==> src/rtl/vga_pkg.sv <==
// Shared definitions for the VGA framebuffer path: screen defaults, fill modes,
// colour constants and the fill engine's state encoding.
package vga_pkg;

  localparam int H_RES_DEFAULT    = 160;
  localparam int V_RES_DEFAULT    = 120;
  localparam int COLOUR_W_DEFAULT = 3;

  localparam logic [1:0] MODE_IMAGE  = 2'b00;
  localparam logic [1:0] MODE_SOLID  = 2'b01;
  localparam logic [1:0] MODE_BORDER = 2'b10;

  localparam logic [2:0] COLOUR_BLACK = 3'b000;
  localparam logic [2:0] COLOUR_RED   = 3'b100;

  typedef enum logic [1:0] {
    ST_IDLE  = 2'd0,
    ST_SWEEP = 2'd1,
    ST_DRAIN = 2'd2
  } fill_state_t;

endpackage

==> src/rtl/raster_scan_counter.sv <==
// Raster-order column/row/linear-address counter. The linear address is kept as
// its own counter so no multiplier is needed; it holds on the final pixel.
module raster_scan_counter
  import vga_pkg::*;
#(
  parameter int H_RES = H_RES_DEFAULT,
  parameter int V_RES = V_RES_DEFAULT,
  localparam int XW = $clog2(H_RES),
  localparam int YW = $clog2(V_RES),
  localparam int AW = $clog2(H_RES * V_RES)
) (
  input  logic          clk,
  input  logic          rst,
  input  logic          clear,
  input  logic          advance,
  output logic [XW-1:0] cx,
  output logic [YW-1:0] cy,
  output logic [AW-1:0] addr,
  output logic          last
);

  localparam logic [XW-1:0] X_LAST = XW'(H_RES - 1);
  localparam logic [YW-1:0] Y_LAST = YW'(V_RES - 1);

  assign last = (cx == X_LAST) && (cy == Y_LAST);

  always_ff @(posedge clk or negedge rst) begin
    if (!rst) begin
      cx   <= '0;
      cy   <= '0;
      addr <= '0;
    end else if (clear) begin
      cx   <= '0;
      cy   <= '0;
      addr <= '0;
    end else if (advance && !last) begin
      addr <= addr + AW'(1);
      if (cx == X_LAST) begin
        cx <= '0;
        cy <= cy + YW'(1);
      end else begin
        cx <= cx + XW'(1);
      end
    end
  end

endmodule

==> src/rtl/screen_fill_engine.sv <==
// Full-screen fill engine: sweeps every pixel once in raster order and emits one
// plot per clock, with colour from the image ROM, a solid colour or a border frame.
module screen_fill_engine
  import vga_pkg::*;
#(
  parameter int H_RES    = H_RES_DEFAULT,
  parameter int V_RES    = V_RES_DEFAULT,
  parameter int COLOUR_W = COLOUR_W_DEFAULT,
  parameter int ROM_LAT  = 1,
  localparam int XW = $clog2(H_RES),
  localparam int YW = $clog2(V_RES),
  localparam int AW = $clog2(H_RES * V_RES)
) (
  input  logic                clk,
  input  logic                rst,
  input  logic                start,
  input  logic [1:0]          mode,
  input  logic [COLOUR_W-1:0] fill_colour,
  input  logic [COLOUR_W-1:0] rom_q,
  output logic [AW-1:0]       rom_addr,
  output logic [XW-1:0]       x,
  output logic [YW-1:0]       y,
  output logic [COLOUR_W-1:0] colour,
  output logic                plot,
  output logic                busy,
  output logic                done,
  output fill_state_t         fsm_state
);

  localparam int DW = $clog2(ROM_LAT + 1);
  localparam logic [DW-1:0] DRAIN_LAST = DW'(ROM_LAT - 1);
  localparam logic [XW-1:0] X_LAST     = XW'(H_RES - 1);
  localparam logic [YW-1:0] Y_LAST     = YW'(V_RES - 1);

  fill_state_t state, state_next;
  logic [DW-1:0] drain_cnt;
  logic done_q, done_next;
  logic [1:0] mode_q;
  logic [COLOUR_W-1:0] fill_q;

  logic [XW-1:0] cx;
  logic [YW-1:0] cy;
  logic [AW-1:0] addr;
  logic last, clear, advance;

  // Handshake: start is sampled only in IDLE; busy covers acceptance through the
  // last plot; done is a single-cycle pulse the cycle after, with busy low.
  assign clear   = (state == ST_IDLE) && start;
  assign advance = (state == ST_SWEEP);

  raster_scan_counter #(.H_RES(H_RES), .V_RES(V_RES)) u_scan (
    .clk     (clk),
    .rst     (rst),
    .clear   (clear),
    .advance (advance),
    .cx      (cx),
    .cy      (cy),
    .addr    (addr),
    .last    (last)
  );

  always_ff @(posedge clk or negedge rst) begin
    if (!rst) begin
      state     <= ST_IDLE;
      drain_cnt <= '0;
      done_q    <= 1'b0;
    end else begin
      state     <= state_next;
      drain_cnt <= (state == ST_DRAIN) ? drain_cnt + DW'(1) : '0;
      done_q    <= done_next;
    end
  end

  always_comb begin
    state_next = state;
    done_next  = 1'b0;
    case (state)
      ST_IDLE:  if (start) state_next = ST_SWEEP;
      ST_SWEEP: if (last) state_next = ST_DRAIN;
      ST_DRAIN: begin
        if (drain_cnt == DRAIN_LAST) begin
          state_next = ST_IDLE;
          done_next  = 1'b1;
        end
      end
      default:  state_next = ST_IDLE;
    endcase
  end

  // Reserved mode 11 is folded into SOLID when latched.
  always_ff @(posedge clk or negedge rst) begin
    if (!rst) begin
      mode_q <= MODE_SOLID;
      fill_q <= '0;
    end else if (clear) begin
      mode_q <= (mode == MODE_IMAGE || mode == MODE_BORDER) ? mode : MODE_SOLID;
      fill_q <= fill_colour;
    end
  end

  logic                s0_valid, s0_img, s0_border;
  logic [COLOUR_W-1:0] s0_col;

  always_comb begin
    s0_valid  = (state == ST_SWEEP);
    s0_border = (cx == '0) || (cx == X_LAST) || (cy == '0) || (cy == Y_LAST);
    s0_img    = s0_valid && (mode_q == MODE_IMAGE);
    s0_col    = '0;
    if (s0_valid && !s0_img && (mode_q != MODE_BORDER || s0_border))
      s0_col = fill_q;
  end

  // Pixel attributes travel alongside the ROM read so x, y and colour line up.
  logic                sr_v   [ROM_LAT];
  logic                sr_img [ROM_LAT];
  logic [XW-1:0]       sr_x   [ROM_LAT];
  logic [YW-1:0]       sr_y   [ROM_LAT];
  logic [COLOUR_W-1:0] sr_c   [ROM_LAT];

  always_ff @(posedge clk or negedge rst) begin
    if (!rst) begin
      for (int i = 0; i < ROM_LAT; i++) begin
        sr_v[i]   <= 1'b0;
        sr_img[i] <= 1'b0;
        sr_x[i]   <= '0;
        sr_y[i]   <= '0;
        sr_c[i]   <= '0;
      end
    end else begin
      sr_v[0]   <= s0_valid;
      sr_img[0] <= s0_img;
      sr_x[0]   <= s0_valid ? cx : '0;
      sr_y[0]   <= s0_valid ? cy : '0;
      sr_c[0]   <= s0_col;
      for (int i = 1; i < ROM_LAT; i++) begin
        sr_v[i]   <= sr_v[i-1];
        sr_img[i] <= sr_img[i-1];
        sr_x[i]   <= sr_x[i-1];
        sr_y[i]   <= sr_y[i-1];
        sr_c[i]   <= sr_c[i-1];
      end
    end
  end

  assign plot      = sr_v[ROM_LAT-1];
  assign x         = sr_x[ROM_LAT-1];
  assign y         = sr_y[ROM_LAT-1];
  assign colour    = sr_img[ROM_LAT-1] ? rom_q : sr_c[ROM_LAT-1];
  assign rom_addr  = addr;
  assign busy      = (state != ST_IDLE);
  assign done      = done_q;
  assign fsm_state = state;

endmodule

==> config.mk <==
export PLATFORM = sky130hd
export DESIGN_NAME = screen_fill_engine
export DESIGN_NICKNAME = d
export VERILOG_FILES = /design/src/rtl/vga_pkg.sv /design/src/rtl/raster_scan_counter.sv /design/src/rtl/screen_fill_engine.sv
export SDC_FILE = /design/constraint.sdc
export NUM_CORES = 1
export LEC_CHECK = 0
export CORE_MARGIN = 2
export CORE_UTILIZATION = 25
export CTS_CLUSTER_SIZE = 8
export DETAILED_ROUTE_END_ITERATION = 12
export MAX_ROUTING_LAYER = met4
export SLEW_MARGIN = 20
export SYNTH_ARGS = -nofsm -noshare
export SYNTH_HDL_FRONTEND = slang
export SYNTH_SLANG_ARGS = --single-unit
==> constraint.sdc <==
create_clock -name clk -period 2.6 [get_ports clk]
set_clock_uncertainty 0.2 [all_clocks]
set_input_delay 0.26 -clock clk [delete_from_list [all_inputs] [get_ports clk]]
set_output_delay 0.26 -clock clk [all_outputs]
set_load 0.01 [all_outputs]
==> results of run 1 <==
==> cells by family (layout without fill, tap and decap cells) <==
family	after synthesis	count (layout)	synth area share, %
and+or+nand+nor	113	113	23.09
DFF	58	58	53.09
AOI/OAI and AO/OA	50	50	12.44
buffers and inverters	24	81	4.618
muxes	10	10	3.841
adders and majority gates	5	5	2.286
xor gates and xnor gates	2	2	0.6403
==> critical path: cells and delay by family (launching register included) <==
family | cells | cell delay [ns]
AOI/OAI and AO/OA | 2 | 0.92
adders and majority gates | 1 | 0.26
DFF | 1 | 0.40
and+or+nand+nor | 2 | 0.40
==> final timing paths <==
path	from	cells past startpoint	slack, ns	end
hold reg to reg	fill_q[0]$_DFFE_PN0P_	2	0.28	fill_q[0]$_DFFE_PN0P_
min in group asynchronous	rst	2	0.29	y[2]$_DFF_PN0_
hold / removal	fill_colour[2]	3	0.26	fill_q[2]$_DFFE_PN0P_
setup reg to reg	u_scan.cy[0]$_DFFE_PN0P_	5	0.27	sr_c[2]$_DFF_PN0_
setup / recovery	u_scan.cy[0]$_DFFE_PN0P_	5	0.27	sr_c[2]$_DFF_PN0_
max in group asynchronous	rst	3	1.24	u_scan.cx[7]$_DFFE_PN0P_
==> state kept, by name (all words and copies together), names as in the netlist, 3 cells and up <==
signal       flops
fill_q           3
sr_c             3
x                8
u_scan.cy        7
u_scan.cx        8
y                7
u_scan.addr     15
==> power breakdown <==
| group | switching [mW] | total, mW | internal [mW] |
|---|---|---|---|
| clock | 0.342 | 0.676 | 0.334 |
| combinational | 0.0205 | 0.0360 | 0.0155 |
| sequential | 0 | 0.903 | 0.903 |
| total | 0.363 | 1.61 | 1.25 |
==> metal layers <==
| layer | share of wire [%] | track usage, % | up-vias | wire, µm |
|---|---|---|---|---|
| met5 | 0 | - | - | 0 |
| met4 | 1.1 | 4.945 | 0 | 74 |
| met3 | 5.4 | 3.945 | 6 | 365 |
| met2 | 46 | 18.53 | 67 | 3079 |
| met1 | 48 | 16.62 | 1073 | 3192 |
| li1 | - | - | 1060 | - |
==> layout make-up <==
| cell class | count | area share [%] |
|---|---|---|
| tap | 140 | 4.993 |
| clock buffer | 11 | 3.745 |
| inverter | 11 | 1.177 |
| timing repair buffer | 55 | 15.12 |
| multi-input combinational | 180 | 32.99 |
| clock inverter | 4 | 0.5706 |
| sequential | 58 | 41.41 |
==> timing repair <==
item,CTS,global route
setup buffers,0,0
hold buffers,1,0
resized for setup,0,0
hold endpoints to repair,26,0
==> cell usage in the layout (no fill, tap or decap), types with 7 or more instances in the layout <==
cell type,synthesis,layout
dfrtp_1,57,57
clkdlybuf4s50_1,0,47
nand2_1,29,29
nand3_1,12,12
inv_1,11,11
and2_1,11,11
nor2_1,11,11
a21oi_1,11,11
o21ai_0,11,11
clkbuf_8,0,9
or2_2,7,7
o311ai_0,7,7
==> results_dict.tcl, run 1 <==
set metrics [dict create \
    status "completed" \
    critPathRequiredTime_ns 2.59 \
    synth_cells 262 \
    fin_crit_sh_pct 89.43 \
    layoutNonFillerInstCount 459 \
    synth_flop_cell "dfrtp_1" \
    power.total_mw 1.615 \
    yosys.cell_types.count 47 \
    yosysSeqAreaShare_pct 53.09 \
    synth_top_area_share_pct 52.13 \
    powerDensity_mw_per_mm2 460.2 \
    yosysTopAreaCell "dfrtp_1" \
    wire_per_inst_um 14.62 \
    routed_via_density 4.806 \
    async_flop_share_pct 100.0 \
    antenna_found_initial 0 \
    drive_gt1_share_pct 12.23 \
    grtUsageTotal_pct 12.74 \
    drc 0 \
    yosys_warnings 0 \
    die_h_um 108.6 \
    io_buffers 48 \
    postLayoutCellArea_mm2 0.003508 \
    pin_count 49 \
    multi_input_area_mm2 0.001157 \
    routed_wl_um 6712 \
    dieWidth_um 108.6 \
    pre_cts_ws_ns 0.3204 \
    irDropWorstVdd_mv 0.2467 \
    core-area_mm2 0.01075 \
    setup_violations 0 \
    placed_area_mm2 0.003347 \
    gp_congestion 0.8260 \
    avgSynthCellArea_um2 10.44 \
    critPathKind "reg -> reg" \
    synth-edff-count 0 \
    overflow 0 \
    rows 38 \
    hold_violations 0 \
    dr.pass1.iters 4 \
    nets 331 \
    timing.final.ws_setup_ns 0.2747 \
    dp_hpwl_um 4679 \
    cp-end-kind "flip-flop" \
    cts_num_sinks 58 \
    critical_path.slowest_cell "o41ai_1" \
    synthToLayoutAreaGrowth_pct 28.21 \
    finalMaxSlewViolations 0 \
    htree_levels 3 \
    fin_crit_ns 2.325 \
    p_leak_nw 1.381 \
    slew_headroom_pct 41.33 \
    clkTransAtPathRegs_ns 0.06 \
    die-area_mm2 0.01180 \
    drt_iter0_drc 97 \
    cp-start-kind "flip-flop" \
    synth_common_cells "57 x dfrtp_1, 29 x nand2_1, 12 x nand3_1" \
    mappedNetlistArea_mm2 0.002736 \
    antenna_cells 0 \
    cts_buffers 9 \
    dp.cells 443 \
    clockBufferDepth 2 \
    crit_chain "ha_1 -> and2_1 -> and2_1 -> o41ai_1 -> a21oi_1" \
    hold_ws_ns 0.2642 \
    syn_nets 278 \
    arrival_ns 2.31 \
    grt_pass1_wl_um 11150 \
    final_core_util_pct 32.65 \
    cts_tree "done" \
    nFillCells 1119 \
    antenna_left 0 \
    setup-tns-final_ns 0 \
    yosys-top-cells-area "dfrtp_1 52%, nand2_1 4.0%, and2_1 2.5%, ha_1 2.3%, o311ai_0 2.2%" \
    rsz0062_at_grt "false" \
    cpMostUsedCell "and2_1" \
    grt_max_degree 30 \
    initial_core_util_pct 25.47 \
    hold_path_class "in -> reg" \
    synth_most_common_cell "dfrtp_1" \
    slowest_delay_ns 0.74 \
    grt_pass1_vias 2210 \
    clock_latency_ns 0.34 \
    drv_cap 0 \
    timing.fmax_mhz 430.1 \
    seqCellArea_mm2 0.001453 \
    synth-seq-cells 58 \
    root_buffer "clkbuf_8" \
    path_max_fanout 5 \
    worstMarginPinSlew_ns 0.8796 \
    vias 2206 \
]
Note: power is estimated with default switching activity, not from simulation.
==> inputs of run 2 (changes only) <==
--- a/config.mk
+++ b/config.mk
@@ -7,2 +7,3 @@
 export LEC_CHECK = 0
+export ABC_CLOCK_PERIOD_IN_PS = 2600
 export CORE_MARGIN = 2
--- a/constraint.sdc
+++ b/constraint.sdc
@@ -4,2 +4,2 @@
 set_output_delay 0.26 -clock clk [all_outputs]
-set_load 0.01 [all_outputs]
+set_load 0.05 [all_outputs]
==> results_dict.tcl, run 2 (synthesis results as in run 1) <==
set metrics [dict create \
    status "completed" \
    worstMarginPinSlew_ns 0.6280 \
    rows 38 \
    die-area_mm2 0.01180 \
    postLayoutCellArea_mm2 0.003621 \
    dp_hpwl_um 4602 \
    irDropWorstVdd_mv 0.2821 \
    grt_pass1_vias 2274 \
    p_int_mw 1.605 \
    dieWidth_um 108.6 \
    regMostFlops "u_scan.addr" \
    cts_tree "done" \
    rsz0062_at_grt "false" \
    nFillCells 1130 \
    gp_congestion 0.7930 \
    mostFrequentLayoutCells "57 x dfrtp_1, 47 x clkdlybuf4s50_1, 29 x nand2_1" \
    p_leak_nw 1.432 \
    grt_pass1_wl_um 11180 \
    placed_area_mm2 0.003359 \
    dr.pass1.iters 4 \
    wire_per_inst_um 14.41 \
    initial_core_util_pct 25.47 \
    postCtsSetupRepairBufs 0 \
    hold_buffers 1 \
    setup-tns-final_ns 0 \
    pin_count 49 \
    synthToLayoutAreaGrowth_pct 32.33 \
    grt_max_degree 34 \
    timing.fmax_mhz 445.2 \
    final_core_util_pct 33.70 \
    hold_violations 0 \
    fin_crit_ns 2.246 \
    seqPwrFrac_pct 45.5 \
    routed_wl_um 6630 \
    clock_latency_ns 0.34 \
    fin_crit_sh_pct 86.40 \
    antenna_cells 0 \
    finalMaxSlewViolations 0 \
    path_max_fanout 7 \
    path_buf_inv 2 \
    mostFrequentLayoutCell "dfrtp_1" \
    clkTransAtPathRegs_ns 0.06 \
    drv_cap 0 \
    switching_power_uw 380.5 \
    antenna_found_initial 0 \
    clockBufferDepth 2 \
    crit_family "buffers and inverters" \
    post_cts_resized 0 \
    nets 331 \
    cts_buffers 9 \
    io_buffers 48 \
    pre_cts_ws_ns 0.3516 \
    critPathRequiredTime_ns 2.14 \
    cts_num_sinks 58 \
    routed_via_density 4.824 \
    setup_violations 0 \
    vias 2219 \
    largest_reg_flops 15 \
    antenna_left 0 \
    root_buffer "clkbuf_8" \
    drc 0 \
    combPwrFrac_pct 1.9 \
    cp-start-kind "flip-flop" \
    core-area_mm2 0.01075 \
    drive_gt1_share_pct 13.13 \
    powerDensity_mw_per_mm2 548.2 \
    arrival_ns 1.79 \
    slew_headroom_pct 57.59 \
    drt_iter0_drc 97 \
    die_h_um 108.6 \
    htree_levels 3 \
    critPathKind "reg -> out" \
    power.total_mw 1.985 \
    crit_chain "nor2_1 -> inv_1 -> clkdlybuf4s50_1" \
    hold_path_class "in -> reg" \
    critical_path.slowest_cell "clkdlybuf4s50_1" \
    overflow 0 \
    timing.final.ws_setup_ns 0.3537 \
    netSwitchingFraction_pct 19.17 \
    grtUsageTotal_pct 12.39 \
    slowest_delay_ns 0.70 \
    cp-end-kind "output pin" \
    pwr-share-clk_pct 52.7 \
]
==> run 2: cell types whose count changed in the layout (fill, tap and decap cells not counted) <==
cell,before,now
clkbuf_1,2,0
clkinv_2,4,2
buf_12,0,1
clkbuf_8,9,11
bufinv_16,0,3
buf_4,6,5
==> run 2: power by group through the flow <==
stage	clock network, mW	registers (mW)	logic, mW
2_1_floorplan	0	0.919	0.000359
3_3_place_gp	0	0.919	0.0369
3_5_place_dp	0	0.919	0.0375
4_1_cts	1.07	0.902	0.0387
5_1_grt	1.11	0.902	0.0428
6_report	1.05	0.902	0.0367
==> run 2: final cells by class <==
class	instances	area [µm²]	area share (%)
Clock buffer	11	151.4	4.181
Clock inverter	5	100.1	2.764
Inverter	11	41.29	1.140
Multi-Input combinational cell	180	1157	31.96
Sequential cell	58	1453	40.12
Tap cell	140	175.2	4.838
Timing Repair Buffer	55	543.0	15.00
==> run 2: tightest hold or removal path, cell delays in order <==
cell and delay, ns:
clkdlybuf4s50_1 0.40, nand2_1 0.06, nand2_1 0.04
==> run 2: path summary, 6_finish.rpt <==
| path | cells past startpoint | end | from | slack, ns |
|---|---|---|---|---|
| worst max-delay path | 3 | busy | fsm_state[0]$_DFFE_PN0P_ | 0.35 |
| worst min-delay path | 3 | fill_q[1]$_DFFE_PN0P_ | fill_colour[1] | 0.26 |
| worst max register to register | 5 | sr_c[2]$_DFF_PN0_ | u_scan.cy[0]$_DFFE_PN0P_ | 0.36 |
| worst min register to register | 2 | fill_q[2]$_DFFE_PN0P_ | fill_q[2]$_DFFE_PN0P_ | 0.28 |
| max in group asynchronous | 3 | mode_q[0]$_DFFE_PN1P_ | rst | 1.27 |
| min in group asynchronous | 2 | y[2]$_DFF_PN0_ | rst | 0.27 |
==> run 2: per-layer routing <==
metal	track usage, %	share of wire [%]
met1	16.10	48
met2	18.97	46
met3	2.989	4.2
met4	4.304	1.5
met5	-	0
==> run 2: through the flow <==
| step | cells | hold WS [ns] |
|---|---|---|
| after floorplan | 262 | -0.2356 |
| after global placement | 443 | 0.1067 |
| after detailed placement | 443 | 0.1149 |
| after CTS | 460 | 0.2505 |
| after global routing | 460 | 0.2800 |
| final | 460 | 0.2628 |
